--- config.mk ---
export PLATFORM = sky130hd
export DESIGN_NAME = group3_stepper_sequencer
export DESIGN_NICKNAME = d
export VERILOG_FILES = /design/src/rtl/group3_stepper_pkg.sv /design/src/rtl/group3_edge_sync.sv /design/src/rtl/group3_stepper_sequencer.sv
export SDC_FILE = /design/constraint.sdc
export NUM_CORES = 1
export LEC_CHECK = 0
export BUFFER_PORTS_ARGS = -buffer_cell sky130_fd_sc_hd__buf_2
export CAP_MARGIN = 15
export CORE_ASPECT_RATIO = 2
export CORE_MARGIN = 3
export CORE_UTILIZATION = 35
export CTS_BUF_LIST = sky130_fd_sc_hd__clkbuf_4 sky130_fd_sc_hd__clkbuf_8
export CTS_CLUSTER_DIAMETER = 80
export DETAILED_ROUTE_END_ITERATION = 7
export GPL_ROUTABILITY_DRIVEN = 0
export PLACE_DENSITY_LB_ADDON = 0.1
export SLEW_MARGIN = 20
export SYNTH_ARGS = -nofsm -noshare
export SYNTH_HDL_FRONTEND = slang
export SYNTH_SLANG_ARGS = --single-unit
--- constraint.sdc ---
create_clock -name CLK -period 2.6 [get_ports CLK]
set_clock_uncertainty 0.05 [all_clocks]
set_input_delay 0.52 -clock CLK [delete_from_list [all_inputs] [get_ports CLK]]
set_output_delay 0.52 -clock CLK [all_outputs]
set_load 0.01 [all_outputs]
--- src/rtl/group3_stepper_pkg.sv ---
`default_nettype none
// ============================================================================
//  Module      : group3_stepper_pkg
//  Description : Shared types and constants for the stepper phase sequencer:
//                FSM state enum, the 8-entry coil phase table and the
//                half/full step index increments.
//  Revision    : 1.0  initial release
// ============================================================================
package group3_stepper_pkg;

    typedef enum logic [1:0] {
        IDLE   = 2'd0,
        RUN    = 2'd1,
        FINISH = 2'd2
    } state_t;

    // Coil patterns {A,B,C,D} packed with idx 0 in the low nibble.
    // idx: 7=1001 6=0001 5=0011 4=0010 3=0110 2=0100 1=1100 0=1000
    localparam logic [31:0] PHASE_TABLE = 32'h9132_64C8;

    // Index increments. Full steps move by 2 so idx parity is preserved:
    // even idx gives one-coil drive, odd idx gives two-coil drive.
    localparam logic [2:0] HALF_STEP = 3'd1;
    localparam logic [2:0] FULL_STEP = 3'd2;

    function automatic logic [3:0] phase_pattern(input logic [2:0] idx);
        return PHASE_TABLE[{idx, 2'b00} +: 4];
    endfunction

endpackage
`default_nettype wire

--- src/rtl/group3_edge_sync.sv ---
`default_nettype none
// ============================================================================
//  Module      : group3_edge_sync
//  Description : Multi-flop synchronizer for an asynchronous input followed
//                by a rising-edge detector. TICK is high for one clk cycle,
//                SYNC_STAGES cycles after the input rise is first sampled.
//  Ports       : clk      - system clock
//                rst      - synchronous active-high reset
//                async_in - asynchronous level input
//                tick     - single-cycle rising-edge pulse
//  Revision    : 1.0  initial release
// ============================================================================
module group3_edge_sync #(
    parameter int SYNC_STAGES = 2   // must be at least 2
) (
    input  logic clk,
    input  logic rst,
    input  logic async_in,
    output logic tick
);

    logic [SYNC_STAGES-1:0] sync_chain;
    logic                   last_level;

    always_ff @(posedge clk) begin
        if (rst) begin
            sync_chain <= '0;
            last_level <= 1'b0;
        end else begin
            sync_chain <= {sync_chain[SYNC_STAGES-2:0], async_in};
            last_level <= sync_chain[SYNC_STAGES-1];
        end
    end

    // Combinational from two flops so the pulse lands in the cycle right
    // after the last synchronizer stage captures the new level.
    assign tick = sync_chain[SYNC_STAGES-1] & ~last_level;

endmodule
`default_nettype wire

--- src/rtl/group3_stepper_sequencer.sv ---
`default_nettype none
// ============================================================================
//  Module      : group3_stepper_sequencer
//  Description : Stepper-motor coil phase sequencer. Each rising edge of the
//                divided STEP_IN clock advances the phase index by a half or
//                full step while a move is running. Moves are launched with a
//                START/BUSY/DONE handshake and a signed position is kept.
//  Ports       : CLK, RST       - clock, synchronous active-high reset
//                STEP_IN        - asynchronous step clock
//                EN             - coil enable / step pause
//                START, STOP    - move request (IDLE only), abort (RUN only)
//                DIR, HALF      - direction and step mode, latched at START
//                STEPS          - move length, latched at START
//                PHASE          - registered coil pattern {A,B,C,D}
//                POS            - two's-complement position in steps
//                BUSY, DONE     - move in progress, end-of-move pulse
//  Revision    : 1.0  initial release
// ============================================================================
module group3_stepper_sequencer
    import group3_stepper_pkg::*;
#(
    parameter int STEP_W      = 16,
    parameter int POS_W       = 16,
    parameter int SYNC_STAGES = 2
) (
    input  logic              CLK,
    input  logic              RST,
    input  logic              STEP_IN,
    input  logic              EN,
    input  logic              START,
    input  logic              STOP,
    input  logic              DIR,
    input  logic              HALF,
    input  logic [STEP_W-1:0] STEPS,
    output logic [3:0]        PHASE,
    output logic [POS_W-1:0]  POS,
    output logic              BUSY,
    output logic              DONE
);

    state_t            state;
    logic [2:0]        idx;
    logic [STEP_W-1:0] rem;
    logic              move_dir;
    logic              move_half;
    logic              tick;
    logic [2:0]        step_size;

    group3_edge_sync #(
        .SYNC_STAGES (SYNC_STAGES)
    ) u_step_sync (
        .clk      (CLK),
        .rst      (RST),
        .async_in (STEP_IN),
        .tick     (tick)
    );

    assign step_size = move_half ? HALF_STEP : FULL_STEP;

    always_ff @(posedge CLK) begin
        if (RST) begin
            state     <= IDLE;
            idx       <= 3'd0;
            rem       <= '0;
            move_dir  <= 1'b0;
            move_half <= 1'b0;
            PHASE     <= 4'b0000;
            POS       <= '0;
            BUSY      <= 1'b0;
            DONE      <= 1'b0;
        end else begin
            DONE  <= 1'b0;
            // PHASE trails idx by one cycle; idx itself only moves in RUN.
            PHASE <= EN ? phase_pattern(idx) : 4'b0000;

            case (state)
                IDLE: begin
                    if (START) begin
                        move_dir  <= DIR;
                        move_half <= HALF;
                        rem       <= STEPS;
                        if (STEPS == '0) begin
                            state <= FINISH;
                            DONE  <= 1'b1;
                        end else begin
                            state <= RUN;
                            BUSY  <= 1'b1;
                        end
                    end
                end

                RUN: begin
                    // STOP has priority over a coincident tick.
                    if (STOP) begin
                        state <= FINISH;
                        BUSY  <= 1'b0;
                        DONE  <= 1'b1;
                    end else if (EN && tick) begin
                        idx <= move_dir ? (idx + step_size) : (idx - step_size);
                        POS <= move_dir ? (POS + POS_W'(1)) : (POS - POS_W'(1));
                        rem <= rem - STEP_W'(1);
                        if (rem == STEP_W'(1)) begin
                            state <= FINISH;
                            BUSY  <= 1'b0;
                            DONE  <= 1'b1;
                        end
                    end
                end

                FINISH: begin
                    state <= IDLE;
                end

                default: begin
                    state <= IDLE;
                    BUSY  <= 1'b0;
                end
            endcase
        end
    end

endmodule
`default_nettype wire

# ---- Word level (Yosys, flattened, before mapping)
# Index checks and enable logic that the tools add are counted.
dict set report op_classes {
  muxes 25
  bitwise 5
  n_addsub 5
  reduce_logical 10
  eq_ne 9
  shift 1
}
# cell n
set ops {}
lappend ops {{16-bit 2-to-1 mux} 4}
lappend ops {{16-bit one-hot mux with 2 select lines} 1}
lappend ops {{32-bit by 6-bit indexed part select with 4-bit output (first input constant)} 1}
lappend ops {{16-bit by 1-bit subtractor with 16-bit output (second input constant)} 2}
lappend ops {{16-bit by 1-bit adder with 16-bit output (second input constant)} 1}
lappend ops {{16-bit by 1-bit == test with 1-bit output (second input constant)} 1}
lappend ops {{16-bit logical NOT} 1}
lappend ops {{2-bit 2-to-1 mux} 6}
lappend ops {{1-bit 2-to-1 mux} 10}
lappend ops {{2-bit inequality test (second input constant)} 4}
lappend ops {{3-bit inequality test (second input constant)} 2}
lappend ops {{3-bit AND reduction} 2}
lappend ops {{5-bit AND reduction} 1}
lappend ops {{1-bit inverter} 4}
lappend ops {{2-bit one-hot mux with 2 select lines} 1}
lappend ops {{4-bit AND reduction} 1}
lappend ops {{3-bit by 2-bit adder with 3-bit output} 1}
lappend ops {{3-bit 2-to-1 mux} 1}
lappend ops {{1-bit one-hot mux with 3 select lines} 1}
lappend ops {{3-bit by 2-bit subtractor with 3-bit output} 1}
lappend ops {{2-bit by 1-bit == test with 1-bit output (second input constant)} 1}
lappend ops {{2-bit == test (second input constant)} 1}
lappend ops {{2-bit logical NOT} 1}
lappend ops {{1-bit one-hot mux with 2 select lines} 1}
lappend ops {{other kinds (5)} 5}
dict set report totals {
  ff_bits 48
  wordCells 66
}

# ---- Logic depth before layout (Yosys ltp)
# Gate-level depths: netlist of run 1.
dict set report logic_depth {
  word_depth 6
  ltp_mapped 8
  ltp_nobuf 7
}

# ---- Cells and area by module
# Synthesis of run 1 repeated with hierarchy kept, for this count alone.
dict set report hier_totals {
  hier_cells 369
  area_unflattened_um2 2924.1
}
# mod n_inst seq_area_each_um2 cells_each area_each_um2
set modules_own_cells {}
lappend modules_own_cells {group3_stepper_sequencer 1 900.9 362 2836.5}
lappend modules_own_cells {group3_edge_sync 1 60.1 7 87.6}

# ---- Least setup slack after synthesis of run 1
# No wires, ideal clock.
dict set report synth_path {
  kind {register -> register}
  from {register move_dir}
  to {register POS[11]}
  synth_period_minus_slack_ns 2.365
  arrival_time_ns 2.190
  path_buffers 0
  slack_ns 0.235
  setup_ns 0.125
  stages_incl_launch_ff 8
  required_ns 2.425
  path_cell_list {dfxtp_1 > inv_1 > ha_1 > o21ai_0 > a21oi_1 > a2111oi_2 > nand4b_1 > nand3_1}
}
dict set report synth_between {
  elab_chain_cells 1
}
# item line_no
set synth_rtl {}
lappend synth_rtl {{start: declaration} group3_stepper_sequencer.sv:44} ;# logic move_dir;
lappend synth_rtl {{start signal: assignment} group3_stepper_sequencer.sv:65} ;# move_dir <= 1'b0;
lappend synth_rtl {{start signal: assignment} group3_stepper_sequencer.sv:79} ;# move_dir <= DIR;
lappend synth_rtl {{16-bit 2-to-1 mux} group3_stepper_sequencer.sv:100} ;# POS <= move_dir ? (POS + POS_W'(1)) : (POS - POS_W'(1));
lappend synth_rtl {{end signal: assignment} group3_stepper_sequencer.sv:100}
lappend synth_rtl {{end: declaration} group3_stepper_sequencer.sv:36} ;# output logic [POS_W-1:0] POS,
# Every way passes these cells.
# A chain may end at the register's enable or synchronous reset.

# ---- Worst setup path in the final report of run 1
dict set report layout_path {
  from {register move_dir}
  to {register POS[12]}
}
# The elaborated chain is that of the path after synthesis.

==> flow_metrics.py, run 1 <==
metrics = {
    "power": {
        "p_comb_share_pct": 24.6,
        "clockPowerShare_pct": 26.8,
        "p_per_area_nw_per_um2": 468,
        "p_leak_nw": 1.44,
        "netSwitchingFraction_pct": 32.4,
        "irDropWorstVdd_mv": 0.210,
        "seqPwrFrac_pct": 48.6,
        "p_int_mw": 1.13,
        "power_switching_mw": 0.540,
    },
    "finish": {
        "final-instance-count-excl-fill": 543,
        "multi_input_area_um2": 2010,
        "ff_latch_area_um2": 961,
        "diodes": 0,
        "final.fill_count": 934,
        "fin_nets": 486,
        "post_route_cells_drive_above_1_share_pct": 18.1,
        "area_delta_synth_final_pct": 13.1,
    },
    "synth": {
        "synth_warnings": 0,
        "yosys_register_bits": 48,
        "synth_top_area_share_pct": 30.6,
        "synth_edf_count": 0,
        "synth_cell_types": 59,
        "async_reset_ff_share_pct": 0,
        "ys.flop_type": "dfxtp_1",
        "syn_area_um2": 3140,
        "synth_top_cell_by_area": "dfxtp_1",
        "synth_cells": 398,
        "synth_seq_area_share_pct": 30.6,
        "yosys-top-cells-count": "48 x dfxtp_1, 47 x a21oi_1, 36 x nor2_1",
        "synth.area.top_cells": "dfxtp_1 31%, a21oi_1 7.5%, ha_1 6.8%, nor2_1 4.3%, nand2_1 4.2%",
        "syn_nets": 441,
        "synth.most_common_cell": "dfxtp_1",
        "syn_area_per_cell_um2": 7.90,
    },
    "clock_tree": {
        "cts_buffers": 5,
        "htreeDepth": 2,
        "ctsHoldBuffers": 0,
        "clk_pin_slew_ps": 100,
        "cts-resized-gates": 0,
        "cts_tree": "yes",
        "clk-insertion-delay-late_ps": 300,
        "cts_sinks": 48,
        "cts_root_buf": "clkbuf_8",
        "clock_path_buffers": 2,
        "cts_setup_buffers": 0,
    },
    "sta": {
        "hold_viol": 0,
        "setup_violations": 0,
        "layout_min_cycle_time_ps": 2490,
        "rsz0062_at_grt": "false",
        "fin_setup_tns_ps": 0,
        "final.period_utilization_pct": 95.9,
        "fmax_ghz": 0.401,
        "slew_headroom_pct": 61.9,
        "slew_viol_final": 0,
        "tightest_slew_ps": 566,
    },
    "place": {
        "portBuffers": 45,
        "dp_hpwl_um": 6910,
        "dp_cells": 536,
    },
    "worst_hold_path": {
        "holdPathEnd": "u_step_sync.sync_chain[0]",
        "worstHoldPathCells": 2,
        "worstHoldStart": "STEP_IN",
        "hold_path.class": "input port to flip-flop",
    },
    "setup_path": {
        "worstPathArrival_ps": 2680,
        "critPathKind": "flip-flop to flip-flop",
        "path_delay_family": "simple AND/OR/NAND/NOR gates",
        "critical_path_buf_inv_count": 1,
        "cpPeakStageDelay_ps": 530,
        "rrSetupSlack_ps": 110,
        "critPathMaxFanout": 10,
        "crit_slowest_cell": "or4_1",
        "r2r_cells": 7,
        "start_kind": "flip-flop",
        "crit_chain": "inv_1 -> ha_1 -> nor2b_1 -> o211ai_1 -> a211oi_1 -> or4_1 -> nand3_1",
        "r2r_start": "move_dir",
        "rr_endpoint": "POS[12]",
        "cp.required_ps": 2780,
        "endpoint_kind": "flip-flop",
    },
    "die": {
        "fp.dieW_um": 73.0,
        "ios": 46,
        "initial_core_util_pct": 36.1,
        "coreArea_um2": 8710,
        "placementRows": 48,
        "die_h_um": 140,
        "die_area_um2": 10200,
    },
    "grt": {
        "track_usage_pct": 18.5,
        "grt-ovfl-total": 0,
        "grt_pass1_vias": 3110,
        "antenna_found_initial": 0,
        "grt_max_degree": 29,
        "grt_pass1_wl_um": 14900,
    },
    "routing": {
        "viasPerCell": 5.67,
        "drtIter0Drc": 116,
        "avgRoutedWirePerCell_um": 16.6,
        "ant_nets": 0,
        "drcViolationCount": 0,
        "via_count": 3078,
        "dr.pass1.iters": 4,
        "wl_um": 9030,
    },
    "run": {
        "drv_cap": 0,
    },
    "status": {
        "status": "finished clean",
    },
}
## layer usage
layer  up-vias  share of wire (%)  GRT usage [%]
li1       1564                  -              -
met1      1437                 38           19.2
met2        69                 58           35.1
met3         8                2.7           2.23
met4         0                1.2           7.88
met5         -                  0              0
## cell families (layout without fill, tap and decap cells)
logic type | count (synthesis) | after routing | synth area share [%]
and+or+nand+nor | 158 | 158 | 25.8
xor gates and xnor gates | 7 | 7 | 1.95
buffers and inverters | 33 | 78 | 6.09
adders and majority gates | 19 | 19 | 8.04
DFF | 48 | 48 | 30.6
AOI/OAI and AO/OA | 132 | 132 | 27.2
muxes | 1 | 1 | 0.358
## worst max path at each step
stage	slack [ps]	from	cells after the start	end
6_report	110	move_dir	7	POS[12]
5_1_grt	3	move_dir	7	POS[12]
4_1_cts	110	move_dir	7	POS[12]
3_5_place_dp	150	move_dir	7	POS[12]
3_3_place_gp	210	move_dir	7	POS[12]
2_1_floorplan	240	move_dir	7	POS[11]
## power by group through the flow
stage,clock network [mW],logic (mW),registers (mW)
finish,0.446,0.409,0.809
global route,0.501,0.466,0.816
CTS,0.480,0.411,0.809
detailed placement,0,0.408,0.826
global placement,0,0.404,0.826
floorplan,0,0.306,0.819
## worst reg2reg max path, stage by stage (launching register included)
cell      delay [ps]
dfxtp_1          320
inv_1            280
ha_1             350
nor2b_1          170
o211ai_1         460
a211oi_1         180
or4_1            530
nand3_1          100
## layout make-up
cell class | instances | share of cell area (%)
multi-input combinational | 317 | 56.4
sequential | 48 | 27.0
timing repair buffer | 61 | 9.71
tap | 100 | 3.52
clock buffer | 6 | 2.15
inverter | 10 | 1.06
clock inverter | 1 | 0.141
## cells in the final DEF (no fill, tap or decap), types with 6 or more instances in the layout
cell / count
a211oi_1: 12
a21o_1: 6
a21oi_1: 47
a31oi_1: 7
buf_2: 45
buf_4: 16
dfxtp_1: 48
ha_1: 17
inv_1: 10
nand2_1: 35
nand2b_1: 6
nand3_1: 19
nor2_1: 36
nor2b_1: 6
nor3_1: 16
nor4_1: 8
o211ai_1: 8
o21ai_0: 23
or3_1: 6
## flip-flops by register name, summed over array words and instances, names as in the netlist
| register | flops |
|---|---|
| POS | 16 |
| rem | 16 |
| PHASE | 4 |
| idx | 3 |
| state | 2 |
| u_step_sync.sync_chain | 2 |
| BUSY | 1 |
| DONE | 1 |
| move_dir | 1 |
| move_half | 1 |
| u_step_sync.last_level | 1 |
## metrics by stage
| stage | setup slack (ps) | instance area, µm² | power [mW] | hold WS [ps] | util, % |
|---|---|---|---|---|---|
| 2_1_floorplan | 235 | 3140 | 1.13 | 364 | - |
| 3_3_place_gp | 209 | 3460 | 1.23 | 378 | 39.7 |
| 6_report | 105 | 3560 | 1.66 | 372 | 40.8 |
| 3_5_place_dp | 153 | 3460 | 1.23 | 392 | 39.7 |
| 5_1_grt | 3.44 | 3560 | 1.78 | 395 | 40.8 |
| 4_1_cts | 109 | 3540 | 1.70 | 358 | 40.7 |
Note: power is estimated with default switching activity, not from simulation.
==> run 2: changes to the inputs <==
Settings changed: CORE_UTILIZATION 35 to 45, SETUP_SLACK_MARGIN set to 0.15.
==> run 2 against run 1 <==
Against the previous run: sequential power is essentially flat; critical path depth grew 2; global-route usage grew 3.4 points; via count grew 2.4%; register-to-register slack gained 110 ps; first-iteration DRC count grew 120%; clock-buffer cell count grew 2; fmax grew 4.7%; clock power grew 12%; sequential share of layout area shrank 0.11 points; cell area grew 0.53%.
==> flow_metrics.py, run 2 (synthesis gave the netlist of run 1 again) <==
metrics = {
    "grt": {
        "grt_max_degree": 29,
        "grtUsageMet3_pct": 2.98,
        "track_usage_pct": 21.8,
        "grt-ovfl-total": 0,
        "met2_usage_pct": 41.4,
        "grt.met1_usage_pct": 22.5,
        "antenna_found_initial": 0,
        "grt_pass1_vias": 3049,
        "grt_pass1_wl_um": 14200,
        "busiest_layer": "met2",
    },
    "power": {
        "total_power_mw": 1.72,
        "irDropWorstVdd_mv": 0.267,
        "p_leak_nw": 1.45,
        "p_per_area_nw_per_um2": 482,
    },
    "run": {
        "drv_cap": 0,
    },
    "setup_path": {
        "critPathMaxFanout": 5,
        "start_kind": "flip-flop",
        "endpoint_kind": "flip-flop",
        "crit_chain": "clkinvlp_4 -> buf_4 -> buf_4 -> ha_1 -> o211ai_1 -> o211ai_1 -> a2111oi_4 -> o2111ai_1 -> nand3_1",
        "critPathKind": "flip-flop to flip-flop",
        "cp.required_ps": 2800,
        "worstPathArrival_ps": 2590,
        "crit_slowest_cell": "a2111oi_4",
        "cpPeakStageDelay_ps": 530,
    },
    "clock_tree": {
        "clk-insertion-delay-late_ps": 310,
        "ctsHoldBuffers": 0,
        "clock_path_buffers": 2,
        "htreeDepth": 2,
        "cts_sinks": 48,
        "cts_buffers": 5,
        "cts_tree": "yes",
        "clk_pin_slew_ps": 90,
        "cts_root_buf": "clkbuf_8",
    },
    "status": {
        "status": "finished clean",
    },
    "sta": {
        "tightest_slew_ps": 475,
        "hold_viol": 0,
        "slew_viol_final": 0,
        "slew_headroom_pct": 68.1,
        "fin_setup_tns_ps": 0,
        "final.period_utilization_pct": 91.7,
        "layout_min_cycle_time_ps": 2380,
        "rsz0062_at_grt": "false",
        "setup_violations": 0,
        "fin_hold_ws_ps": 372,
        "fmax_ghz": 0.420,
    },
    "finish": {
        "fin_area_um2": 3580,
        "final_cell_mix": "47 x dfxtp_1, 46 x a21oi_1, 46 x buf_2",
        "fin_nets": 486,
        "diodes": 0,
        "final_common_cell": "dfxtp_1",
        "final_util_pct": 53.2,
        "area_delta_synth_final_pct": 13.7,
        "reg_top3": "POS x16, rem x16, PHASE x4",
        "post_route_cells_drive_above_1_share_pct": 19.4,
    },
    "die": {
        "die_h_um": 124,
        "coreArea_um2": 6730,
        "die_area_um2": 8090,
        "placementRows": 42,
        "ios": 46,
        "fp.dieW_um": 65.1,
        "initial_core_util_pct": 46.7,
    },
    "place": {
        "dpl-instance-area_um2": 3420,
        "portBuffers": 45,
        "dp_hpwl_um": 6410,
    },
    "routing": {
        "dr.pass1.iters": 4,
        "drcViolationCount": 0,
        "avgRoutedWirePerCell_um": 15.9,
        "wl_um": 8480,
        "ant_nets": 0,
        "viasPerCell": 5.92,
        "via_count": 3152,
        "drtIter0Drc": 260,
    },
    "worst_hold_path": {
        "hold_path.class": "input port to flip-flop",
    },
}
==> run 2: final cells by class <==
cell class / count / area (µm²)
well taps: 88 / 110
multi-input cells: 317 / 2020
fillers: 709 / 3150
clock buffers: 8 / 97.6
repair buffers: 61 / 343
flip-flops and latches: 48 / 962
inverters: 10 / 41.3
==> run 2: stage by stage <==
step / instances / worst slack, ps
floorplan: 398 / 235
global placement: 521 / 281
detailed placement: 521 / 237
CTS: 529 / 197
global route: 532 / 80.3
finish: 532 / 216
==> run 2: path summary, 6_finish.rpt <==
path                                   from                         to  slack [ps]  cells after the start
hold reg to reg   u_step_sync.sync_chain[0]  u_step_sync.sync_chain[1]         390                      1
setup reg to reg                   move_dir                    POS[13]         220                      9
hold / removal                      STEP_IN  u_step_sync.sync_chain[0]         370                      2
setup / recovery                   move_dir                    POS[13]         220                      9
==> run 2: routing by layer <==
metal | vias up | wire [µm]
met5 | - | 0
met4 | 0 | 274
met3 | 20 | 286
met2 | 82 | 4730
met1 | 1481 | 3180
li1 | 1569 | -
==> run 2: what timing repair did <==
item,in CTS,in global routing
buffers inserted,0,3
gates resized for setup,0,10
endpoints found under the setup margin,0,4
==> run 2: power breakdown <==
group | total, mW | switching, mW | internal [mW]
clock network | 0.501 | 0.262 | 0.239
logic | 0.410 | 0.248 | 0.163
registers | 0.811 | 0.0399 | 0.771
total | 1.72 | 0.550 | 1.17
==> run 2: worst max-delay path, delay by kind of cell, from the launching register on <==
family	cells	cell delay [ps]
flops	1	360
simple gates	1	120
compound gates	4	1100
fa+ha+maj	1	320
buf+inv	3	370
==> run 3: changes to the inputs <==
Settings changed: CELL_PAD_IN_SITES_DETAIL_PLACEMENT set to 0, CELL_PAD_IN_SITES_GLOBAL_PLACEMENT set to 1, CORE_UTILIZATION 45 to 44.
==> run 3 against run 2 <==
Against the previous run: routed wire length grew 2.1%; via count shrank 2.7%; register-to-register slack is essentially flat; sequential share of layout area is essentially flat; clock power grew 22%; sequential cell count is the same; critical path depth shrank 2; combinational power shrank 1%; global-route usage grew 0.86 points; non-clock buffer count shrank 4; largest cell class unchanged.
==> flow_metrics.py, run 3 (synthesis gave the netlist of run 1 again) <==
metrics = {
    "die": {
        "ios": 46,
        "fp.dieW_um": 65.8,
        "initial_core_util_pct": 45.3,
        "coreArea_um2": 6940,
        "die_h_um": 126,
        "die_area_um2": 8260,
        "placementRows": 43,
    },
    "power": {
        "p_leak_nw": 1.45,
        "irDropWorstVdd_mv": 0.355,
        "p_per_area_nw_per_um2": 511,
        "clockPowerShare_pct": 33.4,
        "p_comb_share_pct": 22.2,
        "total_power_mw": 1.83,
        "power_switching_mw": 0.560,
        "p_int_mw": 1.27,
        "netSwitchingFraction_pct": 30.6,
        "seqPwrFrac_pct": 44.4,
    },
    "clock_tree": {
        "clk-insertion-delay-late_ps": 310,
        "cts_buffers": 5,
        "cts_root_buf": "clkbuf_8",
        "clock_path_buffers": 2,
        "ctsHoldBuffers": 0,
        "clk_pin_slew_ps": 100,
        "cts_setup_buffers": 0,
        "cts-resized-gates": 0,
        "cts_tree": "yes",
        "htreeDepth": 2,
        "cts_sinks": 48,
    },
    "sta": {
        "fin_hold_ws_ps": 361,
        "tightest_slew_ps": 486,
        "slew_headroom_pct": 67.4,
        "fmax_ghz": 0.418,
        "rsz0062_at_grt": "true",
        "fin_setup_tns_ps": 0,
        "slew_viol_final": 0,
        "hold_viol": 0,
        "setup_violations": 0,
        "layout_min_cycle_time_ps": 2390,
        "fin_ws_ps": 209,
        "final.period_utilization_pct": 92.0,
    },
    "routing": {
        "drtIter0Drc": 107,
        "viasPerCell": 5.78,
        "avgRoutedWirePerCell_um": 16.3,
        "via_count": 3067,
        "dr.pass1.iters": 4,
        "wl_um": 8660,
        "drcViolationCount": 0,
        "ant_nets": 0,
    },
    "finish": {
        "area_delta_synth_final_pct": 13.8,
        "final-instance-count-excl-fill": 531,
        "fin_nets": 483,
        "final_common_cell": "a21oi_1",
        "post_route_cells_drive_above_1_share_pct": 18.6,
        "reg_top3": "POS x16, rem x16, PHASE x4",
        "diodes": 0,
        "final_util_pct": 51.5,
        "final_cell_mix": "47 x a21oi_1, 46 x dfxtp_1, 45 x buf_2",
        "final.fill_count": 718,
        "fin_area_um2": 3580,
    },
    "setup_path": {
        "worstPathArrival_ps": 2610,
        "path_delay_family": "simple AND/OR/NAND/NOR gates",
        "critPathMaxFanout": 5,
        "crit_slowest_cell": "or4_1",
        "cp.required_ps": 2810,
        "critPathKind": "flip-flop to flip-flop",
        "endpoint_kind": "flip-flop",
        "cpPeakStageDelay_ps": 530,
        "start_kind": "flip-flop",
        "crit_chain": "clkinvlp_4 -> ha_1 -> nor2b_1 -> o211ai_1 -> a211oi_2 -> or4_1 -> nand3_1",
        "critical_path_buf_inv_count": 1,
    },
    "place": {
        "dp_cells": 522,
        "dpl-instance-area_um2": 3420,
        "dp_hpwl_um": 6580,
        "pre_cts_ws_ps": 177,
        "portBuffers": 45,
    },
    "grt": {
        "antenna_found_initial": 0,
        "track_usage_pct": 22.7,
        "grt_pass1_vias": 3095,
        "grt-ovfl-total": 0,
        "grt_max_degree": 36,
        "grt_pass1_wl_um": 14600,
    },
    "status": {
        "status": "finished clean",
    },
    "run": {
        "drv_cap": 0,
    },
    "worst_hold_path": {
        "hold_path.class": "input port to flip-flop",
    },
}
run 3: cell types whose count changed in the layout (fill, tap and decap cells not counted), sizes merged:
cell      delta
bufinv       +1
clkinvlp     +1
clkbuf       -1
buf          -4
run 3: final timing paths:
| kind | start | endpoint | slack [ps] | cells after the start |
|---|---|---|---|---|
| worst max-delay path | move_dir | POS[12] | 210 | 7 |
| worst min-delay path | STEP_IN | u_step_sync.sync_chain[0] | 360 | 2 |
| worst max register to register | move_dir | POS[12] | 210 | 7 |
| worst min register to register | u_step_sync.sync_chain[0] | u_step_sync.sync_chain[1] | 400 | 1 |
run 3: per-layer routing:
| metal | track usage (%) | part of all wire [%] | routed length (µm) |
|---|---|---|---|
| met4 | 11.4 | 3.3 | 286 |
| met1 | 22.4 | 37 | 3230 |
| met3 | 3.05 | 2.9 | 252 |
| met5 | 0 | 0 | 0 |
| met2 | 43.4 | 56 | 4890 |
run 3: layout make-up:
| type | instances | area [µm²] | share of cell area (%) |
|---|---|---|---|
| multi-input cells | 317 | 2010 | 56.3 |
| flip-flops and latches | 48 | 963 | 26.9 |
| repair buffers | 57 | 315 | 8.81 |
| well taps | 90 | 113 | 3.15 |
| clock buffers | 7 | 96.3 | 2.69 |
| inverters | 10 | 41.3 | 1.15 |
| clock inverters | 1 | 30.0 | 0.839 |
| repair inverters | 1 | 5.00 | 0.140 |
run 3: power groups by stage:
stage	registers (mW)	logic [mW]	clock network [mW]
3_3_place_gp	0.827	0.398	0
3_5_place_dp	0.827	0.401	0
6_report	0.812	0.405	0.611
5_1_grt	0.818	0.460	0.652
2_1_floorplan	0.819	0.306	0
4_1_cts	0.810	0.402	0.628
